`src/rtl/i2c_slave_ctrl.sv`:
```
// I2C slave protocol sequencer: START/STOP detection, address match, ACK generation
// and a byte-wide register port with auto-incrementing pointer. Optional macro: I2C_SLAVE_GENERAL_CALL_EN.
module i2c_slave_ctrl #(
  parameter logic [6:0] SLV_ADDR    = 7'h50,
  parameter int         SYNC_STAGES = 2
) (
  input  logic       clk,
  input  logic       Rst,
  input  logic       scl_i,
  input  logic       sda_i,
  output logic       sda_oe,
  output logic [7:0] reg_addr,
  output logic [7:0] reg_wdata,
  output logic       reg_we,
  output logic       reg_re,
  input  logic [7:0] reg_rdata,
  output logic       busy
);

  typedef enum logic [2:0] {
    IDLE, ADDR, ADDR_ACK, WR_BYTE, WR_ACK, RD_LOAD, RD_BYTE, RD_ACK
  } state_t;

  logic [SYNC_STAGES-1:0] scl_sync, sda_sync;
  logic                   scl_d, sda_d, scl, sda;
  logic                   scl_rise, scl_fall, start_det, stop_det;

  // Bus idles high, so the synchronisers reset to 1 to avoid a false START after reset.
  always_ff @(posedge clk) begin
    if (Rst) begin
      scl_sync <= '1;
      sda_sync <= '1;
      scl_d    <= 1'b1;
      sda_d    <= 1'b1;
    end else begin
      // NOTE: non-blocking so every flop samples the pre-edge value; blocking would collapse the chain.
      scl_sync <= {scl_sync[SYNC_STAGES-2:0], scl_i};
      sda_sync <= {sda_sync[SYNC_STAGES-2:0], sda_i};
      scl_d    <= scl;
      sda_d    <= sda;
    end
  end

  assign scl       = scl_sync[SYNC_STAGES-1];
  assign sda       = sda_sync[SYNC_STAGES-1];
  assign scl_rise  = scl & ~scl_d;
  assign scl_fall  = ~scl & scl_d;
  assign start_det = scl & scl_d & sda_d & ~sda;
  assign stop_det  = scl & scl_d & ~sda_d & sda;

  state_t     state, state_nxt;
  logic [3:0] bit_cnt, bit_cnt_nxt;
  logic [7:0] shift, shift_nxt, tx, tx_nxt, pointer, pointer_nxt;
  logic [7:0] reg_addr_nxt, reg_wdata_nxt;
  logic       sda_oe_nxt, busy_nxt, reg_we_nxt, reg_re_nxt;
  logic       ptr_load, ptr_load_nxt, gc, gc_nxt, re_d;
  logic       gc_hit, addr_hit;
  logic [7:0] rx_byte;

  assign rx_byte = {shift[6:0], sda};

`ifdef I2C_SLAVE_GENERAL_CALL_EN
  // General call is write-only: 0x01 (R/W=1) must not match.
  assign gc_hit = (shift == 8'h00);
`else
  assign gc_hit = 1'b0;
`endif
  assign addr_hit = (shift[7:1] == SLV_ADDR) || gc_hit;

  always_comb begin
    // NOTE: every output of this block gets a default first, so no path can infer a latch.
    state_nxt     = state;
    bit_cnt_nxt   = bit_cnt;
    shift_nxt     = shift;
    tx_nxt        = tx;
    pointer_nxt   = pointer;
    sda_oe_nxt    = sda_oe;
    busy_nxt      = busy;
    reg_we_nxt    = 1'b0;
    reg_re_nxt    = 1'b0;
    reg_addr_nxt  = reg_addr;
    reg_wdata_nxt = reg_wdata;
    ptr_load_nxt  = ptr_load;
    gc_nxt        = gc;

    // Pointer advances the clk after a write strobe; general-call writes leave it alone.
    if (reg_we && !gc) pointer_nxt = pointer + 8'd1;

    if (start_det) begin
      state_nxt   = ADDR;
      bit_cnt_nxt = 4'd0;
      sda_oe_nxt  = 1'b0;
    end else if (stop_det) begin
      state_nxt   = IDLE;
      bit_cnt_nxt = 4'd0;
      sda_oe_nxt  = 1'b0;
      busy_nxt    = 1'b0;
    end else begin
      case (state)
        IDLE: ;
        ADDR: begin
          if (bit_cnt == 4'd8) begin
            if (!addr_hit) begin
              state_nxt = IDLE;
              busy_nxt  = 1'b0;
            end else if (scl_fall) begin
              state_nxt  = ADDR_ACK;
              sda_oe_nxt = 1'b1;
              busy_nxt   = 1'b1;
              gc_nxt     = gc_hit;
            end
          end else if (scl_rise) begin
            shift_nxt   = rx_byte;
            bit_cnt_nxt = bit_cnt + 4'd1;
          end
        end
        ADDR_ACK: begin
          if (shift[0]) begin
            if (scl_rise) begin
              reg_re_nxt   = 1'b1;
              reg_addr_nxt = pointer;
              state_nxt    = RD_LOAD;
            end
          end else if (scl_fall) begin
            sda_oe_nxt   = 1'b0;
            bit_cnt_nxt  = 4'd0;
            ptr_load_nxt = 1'b1;
            state_nxt    = WR_BYTE;
          end
        end
        WR_BYTE: begin
          if (scl_rise) begin
            shift_nxt   = rx_byte;
            bit_cnt_nxt = bit_cnt + 4'd1;
            if (bit_cnt == 4'd7) begin
              state_nxt = WR_ACK;
              if (ptr_load && !gc) begin
                pointer_nxt  = rx_byte;
                ptr_load_nxt = 1'b0;
              end else begin
                reg_we_nxt    = 1'b1;
                reg_addr_nxt  = gc ? 8'hFF : pointer;
                reg_wdata_nxt = rx_byte;
              end
            end
          end
        end
        WR_ACK: begin
          // First falling edge drives the ACK, the second (9th) releases it.
          if (scl_fall) begin
            if (!sda_oe) begin
              sda_oe_nxt = 1'b1;
            end else begin
              sda_oe_nxt  = 1'b0;
              bit_cnt_nxt = 4'd0;
              state_nxt   = WR_BYTE;
            end
          end
        end
        RD_LOAD: begin
          if (re_d) begin
            tx_nxt      = reg_rdata;
            pointer_nxt = pointer + 8'd1;
          end
          if (scl_fall) begin
            sda_oe_nxt  = ~tx[7];
            bit_cnt_nxt = 4'd1;
            state_nxt   = RD_BYTE;
          end
        end
        RD_BYTE: begin
          if (scl_fall) begin
            if (bit_cnt == 4'd8) begin
              sda_oe_nxt = 1'b0;
              state_nxt  = RD_ACK;
            end else begin
              sda_oe_nxt  = ~tx[6];
              tx_nxt      = {tx[6:0], 1'b0};
              bit_cnt_nxt = bit_cnt + 4'd1;
            end
          end
        end
        RD_ACK: begin
          if (scl_rise) begin
            if (!sda) begin
              reg_re_nxt   = 1'b1;
              reg_addr_nxt = pointer;
              state_nxt    = RD_LOAD;
            end else begin
              busy_nxt   = 1'b0;
              sda_oe_nxt = 1'b0;
              state_nxt  = IDLE;
            end
          end
        end
        default: state_nxt = IDLE;
      endcase
    end
  end

  always_ff @(posedge clk) begin
    if (Rst) begin
      state     <= IDLE;
      bit_cnt   <= 4'd0;
      shift     <= 8'h00;
      tx        <= 8'h00;
      pointer   <= 8'h00;
      sda_oe    <= 1'b0;
      busy      <= 1'b0;
      reg_we    <= 1'b0;
      reg_re    <= 1'b0;
      reg_addr  <= 8'h00;
      reg_wdata <= 8'h00;
      ptr_load  <= 1'b0;
      gc        <= 1'b0;
      re_d      <= 1'b0;
    end else begin
      state     <= state_nxt;
      bit_cnt   <= bit_cnt_nxt;
      shift     <= shift_nxt;
      tx        <= tx_nxt;
      pointer   <= pointer_nxt;
      sda_oe    <= sda_oe_nxt;
      busy      <= busy_nxt;
      reg_we    <= reg_we_nxt;
      reg_re    <= reg_re_nxt;
      reg_addr  <= reg_addr_nxt;
      reg_wdata <= reg_wdata_nxt;
      ptr_load  <= ptr_load_nxt;
      gc        <= gc_nxt;
      re_d      <= reg_re;
    end
  end

endmodule

```
`config.mk`:
```
export PLATFORM = sky130hd
export DESIGN_NAME = i2c_slave_ctrl
export DESIGN_NICKNAME = d
export VERILOG_FILES = /design/src/rtl/i2c_slave_ctrl.sv
export SDC_FILE = /design/constraint.sdc
export NUM_CORES = 1
export LEC_CHECK = 0
export ABC_CLOCK_PERIOD_IN_PS = 5300
export BUFFER_PORTS_ARGS = -buffer_cell sky130_fd_sc_hd__clkbuf_2
export CAP_MARGIN = 20
export CORE_UTILIZATION = 25
export CTS_CLUSTER_SIZE = 30
export DETAILED_ROUTE_END_ITERATION = 10
export PLACE_DENSITY_LB_ADDON = 0.1
export SLEW_MARGIN = 20
export SYNTH_ARGS = -nofsm -noshare
export SYNTH_HDL_FRONTEND = slang
export SYNTH_SLANG_ARGS = --single-unit
```
`constraint.sdc`:
```
create_clock -name clk -period 5.3 [get_ports clk]
set_clock_uncertainty 0.15 [all_clocks]
set_input_delay 0.53 -clock clk [delete_from_list [all_inputs] [get_ports clk]]
set_output_delay 0.53 -clock clk [all_outputs]
set_load 0.005 [all_outputs]
```
# Yosys cells after proc, flatten, opt, wreduce, memory -nomap -nowiden
# Cells that the tools add are included.
op_classes:
  order_cmp: 0
  add_sub_neg: 2
  n_shift: 0
  n_mul: 0
  n_eq_ne: 51
  mux: 79
  n_div: 0
  n_bitwise: 19
  n_reduce_logical: 21
op_table:
  columns: ["operator", "count"]
  rows:
  - ["2-to-1 mux 8 bit", 19]
  - ["case mux 8 bit (2 select lines)", 3]
  - ["2-to-1 mux 3 bit", 15]
  - ["inequality test 2 bit (second input constant)", 22]
  - ["inequality test 4 bit (second input constant)", 10]
  - ["2-to-1 mux 4 bit", 9]
  - ["2-to-1 mux 1 bit", 26]
  - ["AND reduction 13 bit", 2]
  - ["case mux 4 bit (6 select lines)", 1]
  - ["case mux 8 bit (3 select lines)", 1]
  - ["case mux 3 bit (7 select lines)", 1]
  - ["inequality test 3 bit (second input constant)", 6]
  - ["AND reduction 6 bit", 3]
  - ["inequality test 5 bit (second input constant)", 3]
  - ["equality test 3 bit (second input constant)", 4]
  - ["NOT 1 bit", 12]
  - ["nonzero test 6 bit", 2]
  - ["AND reduction 11 bit", 1]
  - ["AND reduction 10 bit", 1]
  - ["AND reduction 9 bit", 1]
  - ["nonzero test 9 bit", 1]
  - ["adder 8 x 1 -> 8 bit (second input constant)", 1]
  - ["AND reduction 8 bit", 1]
  - ["AND 1 bit", 7]
  - ["14 further kinds", 20]
totals:
  latchBits: 0
  mem_count: 0
  mem_bits_rw: 0
  wordCells: 190
  reg_bits: 59
  rom_bits: 0

# Longest topological paths before layout
depth:
  ltp_word: 8
  mapped_depth: 8
  ltp_nobuf: 7

# Worst setup path before layout
# OpenSTA, ideal clock, no wires.
synth_path:
  path_kind: "flip-flop to flip-flop"
  start: "reg bit_cnt[0]"
  end: "reg state[0]"
  period_less_slack_ns: 2.086
  t_arrival_ns: 1.816
  n_path_buf: 0
  setup_slack_ns: 3.214
  path_stages_with_launch: 7
  cell_sequence: "dfxtp_1 -> ha_1 -> nand3b_4 -> o221a_1 -> o32a_1 -> o21ai_0 -> mux2_2"
synth_via:
  elab_chain_cells: 3
  word_cells_on_any_way: 6
synth_lines:
  columns: ["element", "line", "text"]
  rows:
  - ["start: declaration", "52", "logic [3:0] bit_cnt, bit_cnt_nxt;"]
  - ["start signal: assignment", "219", "bit_cnt <= bit_cnt_nxt;"]
  - ["equality test 4 x 3 -> 1 bit or equality test 4 bit (tied branches)", "135, 102, 173", null]
  - ["inequality test 4 bit (no line)", null, null]
  - ["AND reduction 13 bit (no line) (*)", null, null]
  - ["end signal: assignment", "218", "state <= state_nxt;"]
  - ["end: declaration", "51", "state_t state, state_nxt;"]
# Mark *: on every way between the ends. The rest lies on a longest branch, timed or not.
# A chain may end at the register's enable or synchronous reset.

# Worst setup path in the final report
layout_path:
  start: "reg state[2]"
  end: "reg tx[1]"
layout_via:
  elab_chain_cells: 3
  word_cells_on_any_way: 8
layout_lines:
  columns: ["element", "line", "text"]
  rows:
  - ["equality test 3 bit", "99", "case (state)"]
  - ["inequality test 2 bit (no line) or nonzero test 2 bit (tied branches)", null, null]
  - ["AND reduction 6 bit (no line)", null, null]
  - ["end signal: assignment", "221", "tx <= tx_nxt;"]
  - ["end: declaration", "53", "logic [7:0] shift, shift_nxt, tx, tx_nxt, pointer, pointer_nxt;"]
# Parallel ways exist; a longest one is shown, timed or not.

==> flow_summary.yaml <==
worst_setup_path:
  r2r-start: "state[2]"
  cp.arrival_ps: 2930
  cp.required_ps: 5380
  crit_fanout: 31
  start_kind: "flip-flop"
  critPathLaunch: "state[2]"
  crit_path_end_kind: "flip-flop"
  crit_type: "flip-flop to flip-flop"
timing:
  max-slew-margin-rel: 0.3055
  hold_violations: 0
  tns_ps: 0
  period_needed_ps: 2853
  fin_crit_sh: 0.5383
  worst_pin_slew_ps: 1042
  rsz0062_at_grt: "false"
  slew_violations: 0
  fmax_ghz: 0.3505
  finalWorstSetupSlack_ps: 2447
  finalSetupViolCount: 0
  whs_ps: 232.0
yosys:
  seq_area_frac_synth: 0.3762
  synthArstFlopShare: 0
  synth_fp_nets: 371
  avgSynthCellArea_um2: 8.818
  synth_top_area_frac: 0.3762
  synth_most_common_cell: "dfxtp_1"
  syn_area_um2: 3139
  yosysUniqueCellTypes: 62
  synth_edf_count: 0
  synthTopCellsByCount: "dfxtp_1 (59), nor2_1 (51), mux2i_1 (33)"
  synth_seq_cells: 59
  ys.flop_type: "dfxtp_1"
  synthTopCellsByArea: "dfxtp_1 (38%), mux2i_1 (11%), nor2_1 (6.1%)"
  yosysWarnings: 0
  syn_inst: 356
  yosys.area.top_type: "dfxtp_1"
global_routing:
  grt_max_degree: 50
  grt_pass1_wl_mm: 14.06
  track_usage: 0.1422
  antenna_found_initial: 0
  grt_pass1_vias: 2573
  grt-ovfl-total: 0
place:
  gp_congestion: 0.7607
  placed_cells: 534
  pre_cts_ws_ps: 2461
  portBuffers: 31
  dp_hpwl_mm: 5.776
  placed_cell_area_um2: 3415
clock_tree:
  cts_sinks: 59
  insertion_delay_ps: 330
  ctsLongestPathBuffers: 2
  clkTransAtPathRegs_ps: 50
  cts_resized: 0
  h-tree-depth: 3
  cts_tree: "done"
  cts_root_buf: "clkbuf_16"
  cts_buffers: 9
  ctsHoldBuffers: 0
  post_cts_buffers: 0
floorplan:
  core_area_um2: 12110
  initial_core_util: 0.2592
  rows: 40
  die_y_um: 114.1
  io_pins: 32
  dieArea_um2: 13010
  chipWidth_um: 114.1
power:
  p_per_area_nw_per_um2: 276.7
  ir_drop_v: 0.0001411
  total_power_mw: 1.020
  p_leak_nw: 1.459
final_layout:
  layout-drive-gt1-share: 0.1806
  syn_to_final_growth_pct: 17.46
  seq_area_um2: 1181
  fin_area_um2: 3687
  final_util: 0.3044
  nFillCells: 1374
  fin_nets: 392
  multi_input_area_um2: 1815
  num_antenna_cells: 0
  stdcell_count: 550
detailed_routing:
  drt-vias-per-instance: 4.864
  wl_mm: 8.537
  drc: 0
  first_pass_iters: 4
  wl_per_cell_um: 15.52
  first_iter_violations: 128
  drtAntennaViolNets: 0
  num_vias: 2675
min_path:
  min_path_type: "input pin to flip-flop"
  min_from: "scl_i"
outcome:
  status: "finished, final reports clean"
flow_run:
  cap_violations: 0
## layout by cell type (no fill, tap or decap), types with 5 or more instances in the layout
cell,netlist,routed
mux2i_1,33,33
xor2_1,6,6
nor2_1,51,51
inv_1,9,9
or2_2,8,8
clkbuf_16,0,9
dfxtp_1,59,59
o21ai_0,14,14
a21oi_1,23,23
nand2_1,12,12
clkbuf_2,0,31
nand3_1,7,7
a22oi_1,5,5
nor2b_1,5,5
a211oi_1,8,8
nor3_1,6,6
nand2b_1,7,7
## report_power, final
part,switching (mW),internal (mW),total [mW]
combinational,0.0196,0.0108,0.0304
clock,0.212,0.328,0.540
sequential,0.00388,0.446,0.450
## worst max-delay path, stage by stage (launching register included)
cell and delay (ps):
dfxtp_1 980, and4b_1 510, a31oi_1 100, nor2_1 680, nor2_1 80, a211oi_1 240
## logic make-up after synthesis
family / after synthesis / share of synthesized area
adder cells (fa/ha/maj): 3 / 0.01196
buffers and inverters: 33 / 0.04543
AO/OA/AOI/OAI: 85 / 0.1917
AND/OR/NAND/NOR: 131 / 0.2344
XOR/XNOR: 10 / 0.02790
flip-flops: 59 / 0.3762
multiplexers: 35 / 0.1124
## final timing paths
path | depth (start not counted) | end | slack [ps]
hold reg to reg | 1 | scl_sync[1] | 260
setup / recovery | 5 | tx[1] | 2450
setup reg to reg | 5 | tx[1] | 2450
hold / removal | 2 | scl_sync[0] | 230
## sequential cells by signal, indices dropped and copies added, names as in the netlist
signal,count
reg_wdata,8
ptr_load,1
sda_d,1
tx,8
sda_sync,2
reg_re,1
busy,1
shift,8
bit_cnt,4
re_d,1
scl_sync,2
state,3
reg_addr,8
pointer,8
reg_we,1
sda_oe,1
scl_d,1
## per-layer routing
layer,global-route usage,wire [um],vias up
met5,0,0,-
met4,0.06147,171,0
met3,0.03494,291,11
met2,0.2040,3611,44
met1,0.2008,4463,1278
li1,-,-,1342
## cell type report
class                           instances  share of cell area
Clock buffer                           12             0.06685
Clock inverter                          4            0.007126
Inverter                               10             0.01018
Multi-Input combinational cell        264              0.4924
Sequential cell                        59              0.3203
Tap cell                              168             0.05701
Timing Repair Buffer                   33             0.04615
(Power assumes the default switching activity.)
